<file path="config.mk">
export PLATFORM = sky130hd
export DESIGN_NAME = board_led_scanner_flat
export DESIGN_NICKNAME = d
export VERILOG_FILES = /design/src/rtl/board_led_scanner_if.sv /design/src/rtl/board_led_scanner.sv /design/src/flat_wrapper.sv
export SDC_FILE = /design/constraint.sdc
export NUM_CORES = 1
export LEC_CHECK = 0
export BUFFER_PORTS_ARGS = -buffer_cell sky130_fd_sc_hd__buf_2
export CORE_MARGIN = 3
export CORE_UTILIZATION = 38
export DETAILED_ROUTE_END_ITERATION = 10
export PLACE_DENSITY_LB_ADDON = 0.08
export SLEW_MARGIN = 30
export SYNTH_ARGS = -nofsm -noshare
export SYNTH_HDL_FRONTEND = slang
export SYNTH_SLANG_ARGS = --single-unit
</file>
<file path="constraint.sdc">
create_clock -name clk -period 2.85 [get_ports clk]
set_clock_uncertainty 0.1 [all_clocks]
set_input_delay 0.1425 -clock clk [delete_from_list [all_inputs] [get_ports clk]]
set_output_delay 0.1425 -clock clk [all_outputs]
set_load 0.01 [all_outputs]
</file>
<file path="src/rtl/board_led_scanner_if.sv">
// Purpose: bundles the board-state inputs and LED scan outputs of board_led_scanner.
//   gameboard/player_moves/highlight (16) : 4x4 occupancy, owner and blink maps
//   blink_en (1)                          : apply blinking to highlighted cells
//   col_data (8), col_sel (4)             : shared LED data bus and one-hot column enable
//   frame_start (1), blink_phase (1)      : frame pulse and current blink half-period
// master = board source / LED consumer, slave = the scanner.
interface board_led_scanner_if;
    logic [15:0] gameboard;
    logic [15:0] player_moves;
    logic [15:0] highlight;
    logic        blink_en;
    logic [7:0]  col_data;
    logic [3:0]  col_sel;
    logic        frame_start;
    logic        blink_phase;

    modport master (
        output gameboard, player_moves, highlight, blink_en,
        input  col_data, col_sel, frame_start, blink_phase
    );

    modport slave (
        input  gameboard, player_moves, highlight, blink_en,
        output col_data, col_sel, frame_start, blink_phase
    );
endinterface

</file>
<file path="src/rtl/board_led_scanner.sv">
// Purpose: time-multiplexes a 4x4 connect4 board onto one 8-bit LED bus with one-hot
// column enables, blanking between columns and blinking highlighted cells.
//   clk    : system clock, rising edge
//   reset  : synchronous active-low reset
//   bus    : board_led_scanner_if.slave (board maps in, scan outputs out, all registered)
module board_led_scanner #(
    parameter int unsigned DWELL_CYCLES = 1000,
    parameter int unsigned ENABLE_GAP   = 2,
    parameter int unsigned BLINK_FRAMES = 32
) (
    input  logic                  clk,
    input  logic                  reset,
    board_led_scanner_if.slave    bus
);

    localparam int unsigned DWELL_W = (DWELL_CYCLES > 1) ? $clog2(DWELL_CYCLES) : 1;
    localparam int unsigned GAP_W   = (ENABLE_GAP > 1)   ? $clog2(ENABLE_GAP)   : 1;
    localparam int unsigned FRAME_W = (BLINK_FRAMES > 1) ? $clog2(BLINK_FRAMES) : 1;

    localparam logic [DWELL_W-1:0] DWELL_LAST = DWELL_W'(DWELL_CYCLES - 1);
    localparam logic [GAP_W-1:0]   GAP_LAST   = GAP_W'(ENABLE_GAP - 1);
    localparam logic [FRAME_W-1:0] FRAME_LAST = FRAME_W'(BLINK_FRAMES - 1);

    typedef enum logic {S_BLANK, S_DRIVE} state_e;

    state_e              state_q, state_d;
    logic [1:0]          col_q, col_d;
    logic [DWELL_W-1:0]  dwell_q, dwell_d;
    logic [GAP_W-1:0]    gap_q, gap_d;
    logic [FRAME_W-1:0]  frame_q, frame_d;
    logic                started_q, started_d;
    logic [15:0]         snap_occ_q, snap_occ_d;
    logic [15:0]         snap_own_q, snap_own_d;
    logic [15:0]         snap_hl_q, snap_hl_d;
    logic [7:0]          col_data_q, col_data_d;
    logic [3:0]          col_sel_q, col_sel_d;
    logic                frame_start_q, frame_start_d;
    logic                blink_phase_q, blink_phase_d;
    logic                frame_edge;

    // Two LED bits per row: empty 00, owner0 01, owner1 10; blanked cells go dark.
    function automatic logic [7:0] encode_col(input logic [3:0] occ, input logic [3:0] own,
                                              input logic [3:0] hl, input logic dark);
        logic [7:0] enc;
        enc = 8'h00;
        for (int k = 0; k < 4; k++) begin
            if (occ[k] && !(dark && hl[k])) begin
                enc[2*k +: 2] = own[k] ? 2'b10 : 2'b01;
            end
        end
        return enc;
    endfunction

    // State and output registers.
    always_ff @(posedge clk) begin
        if (!reset) begin
            state_q       <= S_BLANK;
            col_q         <= 2'd0;
            dwell_q       <= '0;
            gap_q         <= '0;
            frame_q       <= '0;
            started_q     <= 1'b0;
            snap_occ_q    <= 16'h0000;
            snap_own_q    <= 16'h0000;
            snap_hl_q     <= 16'h0000;
            col_data_q    <= 8'h00;
            col_sel_q     <= 4'h0;
            frame_start_q <= 1'b0;
            blink_phase_q <= 1'b0;
        end else begin
            state_q       <= state_d;
            col_q         <= col_d;
            dwell_q       <= dwell_d;
            gap_q         <= gap_d;
            frame_q       <= frame_d;
            started_q     <= started_d;
            snap_occ_q    <= snap_occ_d;
            snap_own_q    <= snap_own_d;
            snap_hl_q     <= snap_hl_d;
            col_data_q    <= col_data_d;
            col_sel_q     <= col_sel_d;
            frame_start_q <= frame_start_d;
            blink_phase_q <= blink_phase_d;
        end
    end

    // Next-state, snapshot, blink and registered-output computation.
    always_comb begin
        state_d       = state_q;
        col_d         = col_q;
        dwell_d       = dwell_q;
        gap_d         = gap_q;
        frame_d       = frame_q;
        started_d     = 1'b1;
        snap_occ_d    = snap_occ_q;
        snap_own_d    = snap_own_q;
        snap_hl_d     = snap_hl_q;
        blink_phase_d = blink_phase_q;
        frame_start_d = 1'b0;
        col_sel_d     = 4'h0;
        col_data_d    = 8'h00;
        frame_edge    = 1'b0;

        if (!started_q) begin
            // First edge out of reset enters BLANK col0 as a frame start.
            state_d    = S_BLANK;
            col_d      = 2'd0;
            gap_d      = '0;
            frame_edge = 1'b1;
        end else begin
            case (state_q)
                S_BLANK: begin
                    if (gap_q == GAP_LAST) begin
                        state_d = S_DRIVE;
                        dwell_d = '0;
                    end else begin
                        gap_d = gap_q + GAP_W'(1);
                    end
                end
                S_DRIVE: begin
                    if (dwell_q == DWELL_LAST) begin
                        state_d    = S_BLANK;
                        gap_d      = '0;
                        col_d      = col_q + 2'd1;
                        frame_edge = (col_q == 2'd3);
                    end else begin
                        dwell_d = dwell_q + DWELL_W'(1);
                    end
                end
                default: state_d = S_BLANK;
            endcase
        end

        // Board is captured only at frame start so a mid-scan move cannot tear the display.
        if (frame_edge) begin
            frame_start_d = 1'b1;
            snap_occ_d    = bus.gameboard;
            snap_own_d    = bus.player_moves;
            snap_hl_d     = bus.highlight;
            if (frame_q == FRAME_LAST) begin
                frame_d       = '0;
                blink_phase_d = ~blink_phase_q;
            end else begin
                frame_d = frame_q + FRAME_W'(1);
            end
        end

        // Snapshot and phase never change on a DRIVE-entry edge, so the _q copies are current.
        if (state_d == S_DRIVE) begin
            col_sel_d  = 4'b0001 << col_d;
            col_data_d = encode_col(snap_occ_q[{col_d, 2'b00} +: 4],
                                    snap_own_q[{col_d, 2'b00} +: 4],
                                    snap_hl_q[{col_d, 2'b00} +: 4],
                                    bus.blink_en && blink_phase_q);
        end
    end

    assign bus.col_data    = col_data_q;
    assign bus.col_sel     = col_sel_q;
    assign bus.frame_start = frame_start_q;
    assign bus.blink_phase = blink_phase_q;

endmodule

</file>
<file path="src/flat_wrapper.sv">
// flat-port wrapper written by rule: the top's interface ports become plain ports
module board_led_scanner_flat 
#(
    parameter int unsigned DWELL_CYCLES = 1000,
    parameter int unsigned ENABLE_GAP   = 2,
    parameter int unsigned BLINK_FRAMES = 32
)
  (clk, reset, bus_gameboard, bus_player_moves, bus_highlight, bus_blink_en, bus_col_data, bus_col_sel, bus_frame_start, bus_blink_phase);
  board_led_scanner_if bus_i ();
  input  logic clk;
  input  logic reset;
  input wire logic [$bits(bus_i.gameboard)-1:0] bus_gameboard;
  input wire logic [$bits(bus_i.player_moves)-1:0] bus_player_moves;
  input wire logic [$bits(bus_i.highlight)-1:0] bus_highlight;
  input wire logic [$bits(bus_i.blink_en)-1:0] bus_blink_en;
  output wire logic [$bits(bus_i.col_data)-1:0] bus_col_data;
  output wire logic [$bits(bus_i.col_sel)-1:0] bus_col_sel;
  output wire logic [$bits(bus_i.frame_start)-1:0] bus_frame_start;
  output wire logic [$bits(bus_i.blink_phase)-1:0] bus_blink_phase;
  assign bus_i.gameboard = bus_gameboard;
  assign bus_i.player_moves = bus_player_moves;
  assign bus_i.highlight = bus_highlight;
  assign bus_i.blink_en = bus_blink_en;
  assign bus_col_data = bus_i.col_data;
  assign bus_col_sel = bus_i.col_sel;
  assign bus_frame_start = bus_i.frame_start;
  assign bus_blink_phase = bus_i.blink_phase;
  board_led_scanner #(.DWELL_CYCLES(DWELL_CYCLES), .ENABLE_GAP(ENABLE_GAP), .BLINK_FRAMES(BLINK_FRAMES)) u_core (.clk(clk), .reset(reset), .bus(bus_i));
endmodule
</file>
* After elaboration in Yosys (flattened, before gate mapping)
Index checks and enable logic that the tools add are counted.
** Word-level totals
- Register bits after elaboration :: 82
- Output and inout port bits :: 14
- Input bits :: 51
** Operators by class
- Bitwise gates (word level) :: 2
- Add/subtract/negate cells :: 4
- Equal/unequal tests :: 6
- Reductions and logical operators :: 21
- Muxes and demuxes :: 23
- Shift operators :: 4
** Operators by type and width (number)
- 16-bit by 5-bit variable part select with 4-bit output :: 3
- 10-bit 2-to-1 mux :: 2
- 10-bit case mux with 2 select lines :: 1
- 3-bit AND reduction :: 5
- 2-bit 2-to-1 mux :: 7
- 10-bit by 1-bit adder with 10-bit output (second input constant) :: 1
- 10-bit == test (second input constant) :: 1
- 1-bit 2-to-1 mux :: 10
- 1-bit logical AND :: 9
- 2-bit AND reduction :: 3
- 5-bit by 1-bit adder with 5-bit output (second input constant) :: 1
- 5-bit == test (second input constant) :: 1
- 5-bit 2-to-1 mux :: 1
- 1-bit zero test :: 4
- 2-bit != test (second input constant) :: 2
- 1-bit case mux with 2 select lines :: 2
- 1-bit by 2-bit << shifter with 4-bit output (first input constant) :: 1
- 2-bit by 1-bit adder with 2-bit output (second input constant) :: 1
- 2-bit == test (second input constant) :: 1
- 2-bit by 1-bit != test with 1-bit output (second input constant) :: 1
- 1-bit inverter :: 2
- 1-bit adder (second input constant) :: 1

* Longest topological paths before layout
Gate-level depths: netlist of run 1.
- Depth in word-level cells :: 9
- Gate-level depth with buffers :: 8
- Mapped depth without buffers :: 7

* Least setup slack after synthesis of run 1
OpenSTA, ideal clock, no wires.
- Path type :: register to register
- From :: reg u_core.dwell_q[0]
- To :: reg u_core.col_data_q[5] (netlist: u_core.bus.col_data[5])
- Arrival :: 2288 ps
- Path buffers :: 1
- Stages on the path, launching flop included :: 8
- Data required time :: 2658 ps
- Setup slack :: 370 ps
- Cells stage by stage :: dfxtp_1 -> ha_1 -> nand2_1 -> or4_4 -> a21oi_4 -> buf_2 -> mux2_1 -> nor4_1
** Between the ends
- Longest elaborated chain between the ends :: 9
** RTL lines
- from (decl) :: RTL line board_led_scanner.sv:28 : logic [DWELL_W-1:0] dwell_q, dwell_d;
- from (signal assigned) :: RTL line board_led_scanner.sv:73 : dwell_q <= dwell_d;
- 10-bit == test * :: RTL line board_led_scanner.sv:121 : if (dwell_q == DWELL_LAST) begin
- 2-bit 2-to-1 mux :: RTL line board_led_scanner.sv:121
- 2-bit 2-to-1 mux :: RTL line board_led_scanner.sv:111 : case (state_q)
- 2-bit 2-to-1 mux :: RTL line board_led_scanner.sv:104 : if (!started_q) begin
- 16-bit by 5-bit variable part select with 4-bit output :: RTL line board_led_scanner.sv:153 : snap_hl_q[{col_d, 2'b00} +: 4],
- 1-bit logical AND :: RTL line board_led_scanner.sv:47 : if (occ[k] && !(dark && hl[k])) begin
- 1-bit zero test :: RTL line board_led_scanner.sv:47
- 1-bit logical AND :: RTL line board_led_scanner.sv:47
- 3-bit AND reduction (no source line)
- to (signal assigned) :: RTL line board_led_scanner.sv:80 : col_data_q <= col_data_d;
- to (decl) :: RTL line board_led_scanner.sv:35 : logic [7:0] col_data_q, col_data_d;
Mark *: on every way between the ends. The rest lies on a longest branch, timed or not.
A chain may end at the register's enable or synchronous reset.

* Worst setup path after layout of run 1
Ends and elaborated chain as after synthesis.

==> results of run 1 <==
==> power breakdown <==
part	internal (mW)	switching (mW)	leakage (nW)
clock network	0.519	0.425	0.109
logic	0.117	0.0960	1.04
registers	1.19	0.0263	0.671
==> timing repair <==
item | CTS | global route
hold endpoints to repair | 45 | 0
endpoints found under the setup margin | 0 | 2
hold buffers | 45 | 0
setup buffers | 0 | 3
==> how the worst max path moves through the flow <==
stage                                         from                                 to  slack, ns  depth (start not counted)
global route        u_core.dwell_q[0]$_SDFFE_PN0P_  u_core.bus.col_data[3]$_SDFF_PN0_       0.06                          8
CTS                 u_core.dwell_q[0]$_SDFFE_PN0P_  u_core.bus.col_data[2]$_SDFF_PN0_       0.13                          7
floorplan           u_core.dwell_q[0]$_SDFFE_PN0P_  u_core.bus.col_data[5]$_SDFF_PN0_       0.37                          7
finish              u_core.dwell_q[0]$_SDFFE_PN0P_  u_core.bus.col_data[5]$_SDFF_PN0_       0.29                          8
global placement    u_core.dwell_q[0]$_SDFFE_PN0P_  u_core.bus.col_data[4]$_SDFF_PN0_       0.26                          7
detailed placement  u_core.dwell_q[0]$_SDFFE_PN0P_  u_core.bus.col_data[4]$_SDFF_PN0_       0.14                          7
==> registers in the layout, summed over array words and instances (netlist names), 2 cells and up <==
| signal | count |
|---|---|
| u_core.bus.col_data | 8 |
| u_core.bus.col_sel | 4 |
| u_core.col_q | 2 |
| u_core.dwell_q | 10 |
| u_core.frame_q | 5 |
| u_core.snap_hl_q | 16 |
| u_core.snap_occ_q | 16 |
| u_core.snap_own_q | 16 |
==> per-layer routing <==
metal | up-vias | routed length (µm) | track usage, % | share of wire [%]
met4 | 0 | 110 | 5.651 | 1.3
met5 | - | 0 | 0 | 0
li1 | 1558 | - | - | -
met1 | 1409 | 4140 | 22.77 | 50
met3 | 10 | 282 | 2.662 | 3.4
met2 | 51 | 3775 | 26.74 | 45
==> metrics by stage <==
step	power, mW	util (%)	hold slack [ns]	instance area [µm²]	setup WS, ns
6_report	2.373	52.98	0.01095	4688	0.2869
5_1_grt	2.476	52.98	0.01929	4688	0.06209
4_1_cts	2.405	52.59	0.003868	4653	0.1265
3_5_place_dp	1.411	44.94	0.3034	3976	0.1403
3_3_place_gp	1.408	44.94	0.2965	3976	0.2650
2_1_floorplan	1.334	-	0.07022	3523	0.3699
==> cells in the mapped netlist, types with 2 or more instances <==
cell and number:
nand2_1 120, dfxtp_1 82, a21boi_0 52, mux2i_1 20, clkbuf_1 19, nor2_1 11, nand3_1 7, a21oi_1 6
mux2_2 6, nor3_1 6, o21ai_0 5, xor2_1 5, and2_1 4, ha_1 4, inv_1 4, nand4_1 4
a31oi_1 3, nor2b_1 3, nor4_1 3, nor4b_2 3, o22ai_2 2, or3_1 2, xnor2_1 2
==> kinds of logic (layout without fill, tap and decap cells) <==
kind of cell | count (synthesis) | in the layout | share of synthesized area (%)
adders and majority gates | 4 | 4 | 1.421
and+or+nand+nor | 174 | 174 | 23.22
buffers and inverters | 25 | 141 | 2.734
AOI/OAI and AO/OA | 75 | 75 | 15.73
muxes | 28 | 28 | 8.558
DFF | 82 | 82 | 46.59
xor gates and xnor gates | 7 | 7 | 1.740
==> critical path: cells and delay by family (launching register included) <==
kind	cells	cell delay [ns]
buf+inv	1	0.27
flops	1	0.38
fa+ha+maj	1	0.23
mux	3	0.70
simple gates	3	0.80
==> layout make-up <==
type	count	area [µm²]	share of cell area, %
inverters	4	15.01	0.3203
clock buffers	10	137.6	2.936
well taps	108	135.1	2.882
clock inverters	6	88.84	1.895
repair buffers	121	873.3	18.63
multi-input cells	288	1797	38.32
flip-flops and latches	82	1642	35.01
==> results.py, run 1 <==
metrics = {
    "hold_path": {
        "hold_depth": 3,
        "min_from": "bus_highlight[2]",
        "whs_endpoint": "u_core.snap_hl_q[2]$_SDFFE_PN0N_",
        "hp-class": "primary input to flip-flop",
    },
    "worst_setup_path": {
        "r2r_cells": 8,
        "critPathMaxFanout": 16,
        "required_ns": 3.00,
        "arrival_ns": 2.71,
        "rrSetupSlack_ns": 0.29,
        "end_kind": "flip-flop",
        "path_cells": "ha_1 > nand2_1 > nor3_4 > mux2i_4 > buf_4 > mux2i_1 > mux2_1 > nor4_1",
        "r2r_end": "u_core.bus.col_data[5]$_SDFF_PN0_",
        "start_kind": "flip-flop",
        "slowest_delay_ns": 0.39,
        "crit_type": "flip-flop to flip-flop",
        "r2r_start": "u_core.dwell_q[0]$_SDFFE_PN0P_",
        "crit_slowest_cell": "nor3_4",
    },
    "grt": {
        "grt_pass1_wl_mm": 13.61,
        "grt_pass1_vias": 2868,
        "grt_max_degree": 44,
        "grt_use_total_pct": 16.63,
        "grt-ovfl-total": 0,
        "antenna_found_initial": 0,
    },
    "timing": {
        "timing.final.crit_share_pct": 89.93,
        "worstMarginPinSlew_ns": 0.6262,
        "setup_viol": 0,
        "final_max_slew_viol_count": 0,
        "min_period_ns": 2.563,
        "fmax_mhz": 390.1,
        "timing.slew.headroom_pct": 58.16,
        "tns_ns": 0,
        "rsz0062_at_grt": "no",
        "finalHoldViolCount": 0,
    },
    "floorplan": {
        "die_h_um": 102.3,
        "io_pins": 65,
        "row_count": 34,
        "core-area_mm2": 0.008848,
        "die_w_um": 102.3,
        "dieArea_mm2": 0.01046,
        "start_util_pct": 39.82,
    },
    "route": {
        "via_per_inst": 4.892,
        "dr_total_vias": 3028,
        "drcViolationCount": 0,
        "drtIter0Drc": 68,
        "wl_per_cell_um": 13.42,
        "dr.pass1.iters": 4,
        "wl_mm": 8.309,
        "ant_nets": 0,
    },
    "power": {
        "max-vdd-ir-drop_mv": 0.3111,
        "p_per_area_mw_per_mm2": 506.1,
        "p_leak_nw": 1.824,
    },
    "cts": {
        "cts_buffers": 9,
        "cts_tree": "yes",
        "clk_latency_ns": 0.35,
        "clkSinkCount": 82,
        "clk_pin_slew_ns": 0.08,
        "htree_levels": 3,
        "cts_resized": 0,
        "cts_buffer_depth": 2,
        "root_buffer": "clkbuf_8",
    },
    "job": {
        "maxCapViolations": 0,
    },
    "place": {
        "io_buffers": 64,
        "dp_cells": 555,
        "place.gp.congestion": 0.7644,
        "hpwl_mm": 5.767,
    },
    "logic_synthesis": {
        "yosysTopAreaCell": "dfxtp_1",
        "synthArstFlopShare_pct": 0,
        "ys_seq_elements": 82,
        "ys_seq_area_share_pct": 46.59,
        "synth_enable_flop_cells": 0,
        "synth_cell_type_count": 45,
        "synth.top_cell.area_share_pct": 46.59,
        "yosys_warnings": 0,
        "syn-cell-area_mm2": 0.003523,
        "ys.flop_type": "dfxtp_1",
        "postSynthAreaPerCell_um2": 8.920,
        "synthTopCellsByArea": "dfxtp_1, nand2_1, a21boi_0",
        "syn_inst": 395,
        "synthesis.nets": 450,
    },
    "finish": {
        "fillers": 855,
        "n_antenna_cell": 0,
        "drive_above_1_share_pct": 22.11,
        "final_cells": 619,
        "final_cell_mix": "nand2_1, dfxtp_1, buf_2",
        "final_common_cell": "nand2_1",
        "syn_to_final_growth_pct": 33.06,
        "final_nets": 561,
    },
    "outcome": {
        "status": "complete, no violations",
    },
}
No activity file was read; power rests on OpenSTA's default activity.
==> inputs of run 2 (changes only) <==
ABC_AREA = 1   (was unset)
CTS_CLUSTER_DIAMETER = 200   (was unset)
==> run 2 against run 1 <==
Effect of this change: setup slack better by 0.074 ns; routed wire length grew 6.4%; maximum frequency rose by 3.0%; utilization fell by 2.3 points; power fell by 4.2%; worst hold slack better by 0.00075 ns; sequential power about the same; cell count rose by 11%; critical endpoint unchanged; critical path depth increased by 4; non-clock buffer count shrank 12.
==> results.py, run 2 <==
metrics = {
    "logic_synthesis": {
        "synthArstFlopShare_pct": 0,
        "synth_commonest_cells": "nand2_1, dfxtp_1, nor2_1",
        "synth.most_common_cell": "nand2_1",
        "syn_inst": 479,
        "postSynthAreaPerCell_um2": 7.377,
        "syn-cell-area_mm2": 0.003533,
        "synthTopCellsByArea": "dfxtp_1, nand2_1, o21ai_0",
        "ys_seq_area_share_pct": 46.46,
        "yosysTopAreaCell": "dfxtp_1",
        "yosys_warnings": 0,
        "synth.top_cell.area_share_pct": 46.46,
        "ys.flop_type": "dfxtp_1",
        "synth_enable_flop_cells": 0,
        "ys_seq_elements": 82,
        "synth_cell_type_count": 31,
        "synthesis.nets": 534,
    },
    "cts": {
        "post-cts-setup-buffers": 0,
        "clkSinkCount": 82,
        "cts_buffer_depth": 2,
        "cts_buffers": 9,
        "root_buffer": "clkbuf_8",
        "clk_latency_ns": 0.35,
        "clk_pin_slew_ns": 0.08,
        "htree_levels": 3,
        "cts_tree": "yes",
    },
    "outcome": {
        "status": "complete, no violations",
    },
    "worst_setup_path": {
        "slowest_delay_ns": 0.42,
        "end_kind": "flip-flop",
        "crit_family": "simple AND/OR/NAND/NOR gates",
        "crit_slowest_cell": "dfxtp_1",
        "critPathMostFrequentCell": "nand2_1",
        "start_kind": "flip-flop",
        "critical_path_buf_inv_count": 1,
        "path_cells": "ha_1 > nand2_1 > nor2_4 > nand3_4 > nand2_1 > nand3_1 > inv_1 > nor2_1 > nand2_1 > nand2_1 > nand2_1 > nor2_1",
        "arrival_ns": 2.63,
        "crit_type": "flip-flop to flip-flop",
        "critPathMaxFanout": 11,
        "required_ns": 2.99,
    },
    "place": {
        "hpwl_mm": 6.102,
        "dpl_worst_slack_ns": 0.3994,
        "placed_area_mm2": 0.003919,
        "io_buffers": 64,
        "place.gp.congestion": 0.7951,
    },
    "floorplan": {
        "io_pins": 65,
        "row_count": 34,
        "dieArea_mm2": 0.01049,
        "die_w_um": 102.4,
        "start_util_pct": 39.74,
        "die_h_um": 102.4,
        "core-area_mm2": 0.008891,
    },
    "route": {
        "wl_mm": 8.837,
        "drtIter0Drc": 77,
        "ant_nets": 0,
        "via_per_inst": 4.829,
        "wl_per_cell_um": 12.81,
        "drcViolationCount": 0,
        "dr.pass1.iters": 4,
        "dr_total_vias": 3332,
    },
    "power": {
        "p_per_area_mw_per_mm2": 504.5,
        "max-vdd-ir-drop_mv": 0.2863,
        "p_leak_nw": 2.003,
    },
    "timing": {
        "final_max_slew_viol_count": 0,
        "finalHoldViolCount": 0,
        "setup_ws_ns": 0.3610,
        "worstMarginPinSlew_ns": 0.5565,
        "rsz0062_at_grt": "no",
        "setup_viol": 0,
        "tns_ns": 0,
        "timing.final.crit_share_pct": 87.33,
        "timing.slew.headroom_pct": 62.51,
        "hold_ws_ns": 0.01170,
        "fmax_mhz": 401.8,
        "min_period_ns": 2.489,
    },
    "finish": {
        "final_cell_mix": "nand2_1, dfxtp_1, nor2_1",
        "final_common_cell": "nand2_1",
        "final_nets": 632,
        "finish.instance_area_mm2": 0.004506,
        "syn_to_final_growth_pct": 27.51,
        "reg_top3": "u_core.snap_hl_q: 16 flops, u_core.snap_occ_q: 16 flops, u_core.snap_own_q: 16 flops",
        "n_antenna_cell": 0,
        "fillers": 882,
        "drive_above_1_share_pct": 18.21,
    },
    "job": {
        "maxCapViolations": 0,
    },
    "grt": {
        "grt-ovfl-total": 0,
        "grt_use_total_pct": 17.80,
        "grt_max_degree": 38,
        "grt_pass1_wl_mm": 14.69,
        "grt_pass1_vias": 3126,
        "antenna_found_initial": 0,
    },
    "hold_path": {
        "hp-class": "primary input to flip-flop",
    },
}
-- run 2: stage by stage --
stage | utilization [%] | std cells | power, mW
after floorplan | - | 479 | 1.369
after global placement | 44.08 | 634 | 1.446
after detailed placement | 44.08 | 634 | 1.448
after CTS | 50.68 | 690 | 2.298
after global routing | 50.68 | 690 | 2.395
final | 50.68 | 690 | 2.273
-- run 2: cells by family after synthesis --
kind of cell	after synthesis	synth area share [%]
compound gates	109	16.08
xor+xnor	2	0.4958
fa+ha+maj	4	1.416
buf+inv	75	8.676
flops	82	46.46
simple gates	207	26.88
-- run 2: layout make-up --
class,count,area (µm²),area share (%)
sequential,82,1642,36.43
clock inverter,5,55.05,1.222
inverter,53,198.9,4.415
tap,108,135.1,2.999
timing repair buffer,109,758.2,16.83
multi-input combinational,322,1585,35.18
clock buffer,11,131.4,2.916
-- run 2: report_power, final --
part | internal [mW] | switching (mW)
clock | 0.403 | 0.407
combinational | 0.113 | 0.127
sequential | 1.20 | 0.0238
total | 1.71 | 0.558
-- run 2: what timing repair did --
| item | in CTS | in global routing |
|---|---|---|
| hold endpoints to repair | 40 | 0 |
| hold buffers | 40 | 0 |
| gates resized for setup | 0 | 0 |
-- run 2: routing by layer --
| layer | up-vias | wire length, µm | GRT usage [%] |
|---|---|---|---|
| met5 | - | 0 | 0 |
| met4 | 0 | 70 | 4.541 |
| met3 | 6 | 298 | 4.642 |
| met2 | 58 | 4304 | 29.54 |
| met1 | 1524 | 4164 | 23.00 |
| li1 | 1744 | - | - |
-- run 2: worst min-delay path, delay by kind of cell --
| family | cells | cell delay [ns] |
|---|---|---|
| AOI/OAI and AO/OA | 2 | 0.20 |
| buffers and inverters | 1 | 0.07 |
-- run 2: worst paths after layout --
path / startpoint / to / slack (ns) / depth (start not counted)
max: u_core.dwell_q[0]$_SDFFE_PN0P_ / u_core.bus.col_data[5]$_SDFF_PN0_ / 0.36 / 12
min: bus_highlight[12] / u_core.snap_hl_q[12]$_SDFFE_PN0N_ / 0.01 / 3
max reg2reg: u_core.dwell_q[0]$_SDFFE_PN0P_ / u_core.bus.col_data[5]$_SDFF_PN0_ / 0.36 / 12
min reg2reg: u_core.snap_own_q[15]$_SDFFE_PN0N_ / u_core.snap_own_q[15]$_SDFFE_PN0N_ / 0.35 / 2
